[config.mk]
export PLATFORM = sky130hd
export DESIGN_NAME = id_ex_stage
export DESIGN_NICKNAME = d
export VERILOG_FILES = /design/src/rtl/id_ex_stage_pkg.sv /design/src/rtl/id_ex_stage_load_use_detect.sv /design/src/rtl/id_ex_stage.sv
export SDC_FILE = /design/constraint.sdc
export NUM_CORES = 1
export LEC_CHECK = 0
export BUFFER_PORTS_ARGS = -buffer_cell sky130_fd_sc_hd__buf_4
export CAP_MARGIN = 0
export CELL_PAD_IN_SITES_DETAIL_PLACEMENT = 1
export CELL_PAD_IN_SITES_GLOBAL_PLACEMENT = 1
export CORE_UTILIZATION = 25
export CTS_BUF_LIST = sky130_fd_sc_hd__clkbuf_2
export DETAILED_ROUTE_END_ITERATION = 8
export PLACE_DENSITY = 0.64
export SETUP_SLACK_MARGIN = 0.5
export SLEW_MARGIN = 30
export SYNTH_ARGS = -nofsm -noshare
export SYNTH_HDL_FRONTEND = slang
export SYNTH_SLANG_ARGS = --single-unit
[constraint.sdc]
create_clock -name Clk -period 3.7 [get_ports Clk]
set_input_delay 0.37 -clock Clk [delete_from_list [all_inputs] [get_ports Clk]]
set_output_delay 0.37 -clock Clk [all_outputs]
set_load 0.03 [all_outputs]
[src/rtl/id_ex_stage_pkg.sv]
// Shared decode/execute definitions: control-bundle layout and register specifier type.
// The decoder, the ID/EX stage and EX all index the control bundle through these constants.
package id_ex_stage_pkg;

    localparam int unsigned CTRL_W = 12;

    // Control-bundle bit positions
    localparam int unsigned REGWRITE  = 0;
    localparam int unsigned MEMREAD   = 1;
    localparam int unsigned MEMWRITE  = 2;
    localparam int unsigned MEMTOREG  = 3;
    localparam int unsigned ALUSRC    = 4;
    localparam int unsigned REGDST    = 5;
    localparam int unsigned ALUOP_LSB = 6;
    localparam int unsigned ALUOP_W   = 4;
    localparam int unsigned BRANCH    = 10;
    localparam int unsigned JUMP      = 11;

    typedef logic [4:0] reg_idx_t;

    typedef enum logic [ALUOP_W-1:0] {
        AluAdd   = 4'd0,
        AluSub   = 4'd1,
        AluAnd   = 4'd2,
        AluOr    = 4'd3,
        AluXor   = 4'd4,
        AluSlt   = 4'd5,
        AluSll   = 4'd6,
        AluSrl   = 4'd7,
        AluFunct = 4'd8
    } alu_op_e;

endpackage

[src/rtl/id_ex_stage_load_use_detect.sv]
// Combinational load-use hazard detector: a load sitting in EX whose destination is read
// by the instruction in decode forces a one-cycle bubble.
module load_use_detect
    import id_ex_stage_pkg::*;
(
    input  logic     In_Valid,
    input  reg_idx_t In_Rs,
    input  reg_idx_t In_Rt,
    input  logic     In_Rs_Used,
    input  logic     In_Rt_Used,
    input  logic     Ex_Valid,
    input  logic     Ex_Mem_Read,
    input  reg_idx_t Ex_Rt,
    input  logic     Flush,
    input  logic     Ext_Stall,
    output logic     Hazard_Stall
);

    logic ex_is_load;
    logic rs_match;
    logic rt_match;

    // $0 is hardwired, so a load targeting it can never create a dependency.
    assign ex_is_load = Ex_Valid & Ex_Mem_Read & (Ex_Rt != 5'd0);
    assign rs_match   = In_Rs_Used & (In_Rs == Ex_Rt);
    assign rt_match   = In_Rt_Used & (In_Rt == Ex_Rt);

    assign Hazard_Stall = In_Valid & ex_is_load & (rs_match | rt_match) & ~Flush & ~Ext_Stall;

endmodule

[src/rtl/id_ex_stage.sv]
// ID/EX pipeline register with load-use bubble insertion and saturating stall/flush counters.
module id_ex_stage #(
    parameter int unsigned CTRL_W = id_ex_stage_pkg::CTRL_W,
    parameter int unsigned CNT_W  = 16
) (
    input  logic              Clk,
    input  logic              Reset,
    input  logic              In_Valid,
    input  logic [CTRL_W-1:0] In_Ctrl,
    input  logic [4:0]        In_Rs,
    input  logic [4:0]        In_Rt,
    input  logic [4:0]        In_Rd,
    input  logic              In_Rs_Used,
    input  logic              In_Rt_Used,
    input  logic [31:0]       In_Rd1,
    input  logic [31:0]       In_Rd2,
    input  logic [31:0]       In_Imm,
    input  logic [31:0]       In_PC4,
    input  logic              Flush,
    input  logic              Ext_Stall,
    output logic              Out_Valid,
    output logic [CTRL_W-1:0] Out_Ctrl,
    output logic [4:0]        Out_Rs,
    output logic [4:0]        Out_Rt,
    output logic [4:0]        Out_Rd,
    output logic [31:0]       Out_Rd1,
    output logic [31:0]       Out_Rd2,
    output logic [31:0]       Out_Imm,
    output logic [31:0]       Out_PC4,
    output logic              Hazard_Stall,
    output logic [CNT_W-1:0]  Stall_Count,
    output logic [CNT_W-1:0]  Flush_Count
);

    import id_ex_stage_pkg::*;

    logic bubble;

    load_use_detect u_load_use_detect (
        .In_Valid     (In_Valid),
        .In_Rs        (In_Rs),
        .In_Rt        (In_Rt),
        .In_Rs_Used   (In_Rs_Used),
        .In_Rt_Used   (In_Rt_Used),
        .Ex_Valid     (Out_Valid),
        .Ex_Mem_Read  (Out_Ctrl[MEMREAD]),
        .Ex_Rt        (Out_Rt),
        .Flush        (Flush),
        .Ext_Stall    (Ext_Stall),
        .Hazard_Stall (Hazard_Stall)
    );

    assign bubble = Flush | Hazard_Stall;

    always_ff @(posedge Clk) begin
        if (Reset) begin
            Out_Valid   <= 1'b0;
            Out_Ctrl    <= '0;
            Out_Rs      <= '0;
            Out_Rt      <= '0;
            Out_Rd      <= '0;
            Out_Rd1     <= '0;
            Out_Rd2     <= '0;
            Out_Imm     <= '0;
            Out_PC4     <= '0;
            Stall_Count <= '0;
            Flush_Count <= '0;
        end else if (!Ext_Stall) begin
            // Flush is deliberately ignored while frozen; the branch unit keeps it asserted.
            if (bubble) begin
                Out_Valid <= 1'b0;
                Out_Ctrl  <= '0;
                Out_Rs    <= '0;
                Out_Rt    <= '0;
                Out_Rd    <= '0;
                Out_Rd1   <= '0;
                Out_Rd2   <= '0;
                Out_Imm   <= '0;
                Out_PC4   <= '0;
            end else begin
                Out_Valid <= In_Valid;
                Out_Ctrl  <= In_Valid ? In_Ctrl : '0;
                Out_Rs    <= In_Rs;
                Out_Rt    <= In_Rt;
                Out_Rd    <= In_Rd;
                Out_Rd1   <= In_Rd1;
                Out_Rd2   <= In_Rd2;
                Out_Imm   <= In_Imm;
                Out_PC4   <= In_PC4;
            end
            if (Hazard_Stall && (Stall_Count != '1)) begin
                Stall_Count <= Stall_Count + CNT_W'(1);
            end
            if (Flush && (Flush_Count != '1)) begin
                Flush_Count <= Flush_Count + CNT_W'(1);
            end
        end
    end

endmodule
==> metrics.cfg <==
[synthesis]
synth_common_cells = 188 x dfxtp_1, 144 x a22o_1, 26 x clkbuf_1
yosysTopAreaCellShare_pct = 56.94
synth_area_leaders = dfxtp_1 57%, a22o_1 19%, buf_6 2.7%, xnor2_1 2.5%, a32o_1 1.8%
synth_edf_count = 0
synth_cell_types = 45
yosysMostFrequentCell = dfxtp_1
synth_flop_cell = dfxtp_1
synth_seq_area_share_pct = 56.94
syn_avg_cell_area_sq_um = 11.56
async_flop_share_pct = 0
synthesis.area_sq_um = 6610
netlist_instances = 572
syn_nets = 736
ys_ff_latch = 188
synth_top_area_cell = dfxtp_1
synth_warnings = 0

[sta]
grt_setup_unrepaired = no
setup_tns_ns = 0
post-route-period-util_pct = 77.72
slew_headroom_pct = 40.02
hold_slack_ns = 0.1377
setup_violations = 0
tightest_slew_ns = 0.8997
fin_worst_skew_ns = 0.07166
max_freq_mhz = 347.7
drv_slew = 0
worst_slack_ns = 0.8243
fin_crit_ns = 2.876
hold_viol = 0

[clock_tree]
h-tree-depth = 4
cts-buffers-inserted = 17
clock_sinks = 188
cts.clk_slew.worst_paths_ns = 0.33
cts_tree = built
insertion_delay_ns = 0.77
clock-root-buffer = clkbuf_2
cts_max_path_buffers = 2

[grt]
grt_max_degree = 82
antenna_found_initial = 1
grt_pass1_vias = 7069
overflow = 0
grt_pass1_wl_mm = 38.61
grtUsageTotal_pct = 18.30

[die]
chipWidth_um = 164.6
io_pins = 351
dieArea_sq_um = 27090
core_area_sq_um = 25980
rows = 59
dieHeight_um = 164.6
initial_utilization_pct = 25.44

[min_path]
holdCritPathClass = input pin to register
holdCritStartpoint = Flush

[drt]
avgRoutedWirePerCell_um = 17.95
dr_total_vias = 6688
final_antenna_net_count = 0
dr.first_iter.drc_count = 301
drc = 0
avgViaCountPerCell = 4.713
wl_mm = 25.47
firstDrtPassIters = 6

[place]
place_congestion = 0.7244
port_buffers = 350
place_inst = 1213
placed_cell_area_sq_um = 9409
place_worst_setup_slack_ns = 1.174
dp_hpwl_mm = 15.81

[critical_path]
critPathCaptureType = output pin
r2r-start = Out_Rt[4]
critical_path_arrival_ns = 2.51
cp_max_fo = 29
worstSetupPathType = register to output pin
crit_start = Out_Rt[4]
crit_required_ns = 3.33
cp-start-kind = register

[cells_and_area]
syn_to_final_growth_pct = 73.16
fillers = 2847
drive_above_1_share_pct = 36.51
nets = 1233
multiInputGateArea_sq_um = 2522
ff_latch_area_sq_um = 3764
finalInstanceArea_sq_um = 11450
fin_cells = 1419

[power_and_ir_drop]
ir_drop_mv = 0.2089
p_leak_uw = 0.005044
power.density_nw_per_um2 = 354.1

[status]
run_status = finished clean

[run]
maxCapViolations = 0

cells in the final DEF (no fill, tap or decap), types with 16 or more instances in the layout:
master	netlist	final
clkbuf_2	1	17
dfxtp_1	188	188
xnor2_1	19	19
a21oi_1	17	17
nor2_1	23	23
buf_4	2	353
a22o_1	144	144
dlygate4sd3_1	0	172
nand2_1	16	16
critical path, stage by stage (launching register included):
cell     delay, ns
dfxtp_1       0.56
xnor2_1       0.19
nand4_1       0.16
o22a_2        0.43
nor2_1        0.25
buf_4         0.21
report_power, final:
| part | switching [uW] | leakage, uW | internal (uW) |
|---|---|---|---|
| registers | 46.3 | 0.00153 | 2100 |
| clock network | 851 | 0.000174 | 366 |
| logic | 321 | 0.00334 | 367 |
| total | 1220 | 0.00504 | 2840 |
logic make-up after synthesis:
family,Yosys count,synth area share [%]
AOI/OAI and AO/OA,202,25.86
DFF,188,56.94
and+or+nand+nor,101,8.253
buffers and inverters,53,5.035
xor gates and xnor gates,23,3.047
muxes,3,0.4921
adders and majority gates,2,0.3785
through the flow:
step	power [uW]	util, %
after floorplan	2439	-
after global placement	2710	36.21
after detailed placement	2715	36.21
after CTS	4112	44.03
after global routing	4248	44.05
final	4053	44.05
layer usage:
| metal | track usage (%) | vias to the layer above | part of all wire [%] |
|---|---|---|---|
| met1 | 20.91 | 3245 | 40 |
| met2 | 32.10 | 215 | 51 |
| met3 | 5.173 | 37 | 5.9 |
| met5 | 0 | - | 0 |
| li1 | - | 3191 | - |
| met4 | 6.964 | 0 | 2.6 |
registers in the layout (all words and copies together) (netlist names):
register	cells
Out_Imm	32
Out_PC4	32
Out_Rd1	32
Out_Rd2	32
Flush_Count	16
Stall_Count	16
Out_Ctrl	12
Out_Rd	5
Out_Rs	5
Out_Rt	5
Out_Valid	1
layout make-up:
cell class                      count  area share (%)
Timing Repair Buffer              527           38.54
Sequential cell                   188           32.88
Multi-Input combinational cell    331           22.04
Tap cell                          335           3.662
Clock inverter                     15           1.957
Clock buffer                       17          0.7433
Inverter                            4          0.1312
Antenna cell                        2         0.04373
worst paths after layout:
path / end / slack, ns / cells past startpoint
worst max-delay path: Hazard_Stall / 0.82 / 5
worst min-delay path: Flush_Count[0] / 0.14 / 5
worst min register to register: Out_Rd1[2] / 0.51 / 1
worst max register to register: Out_Ctrl[8] / 0.87 / 7
what timing repair did:
action                                  in CTS  in global routing
resized for setup                            1                  0
endpoints found under the setup margin       1                  0
setup buffers                                0                  0
endpoints found under the hold margin      183                  0
hold buffers                               172                  0
Power figures use the tool's default switching activity.
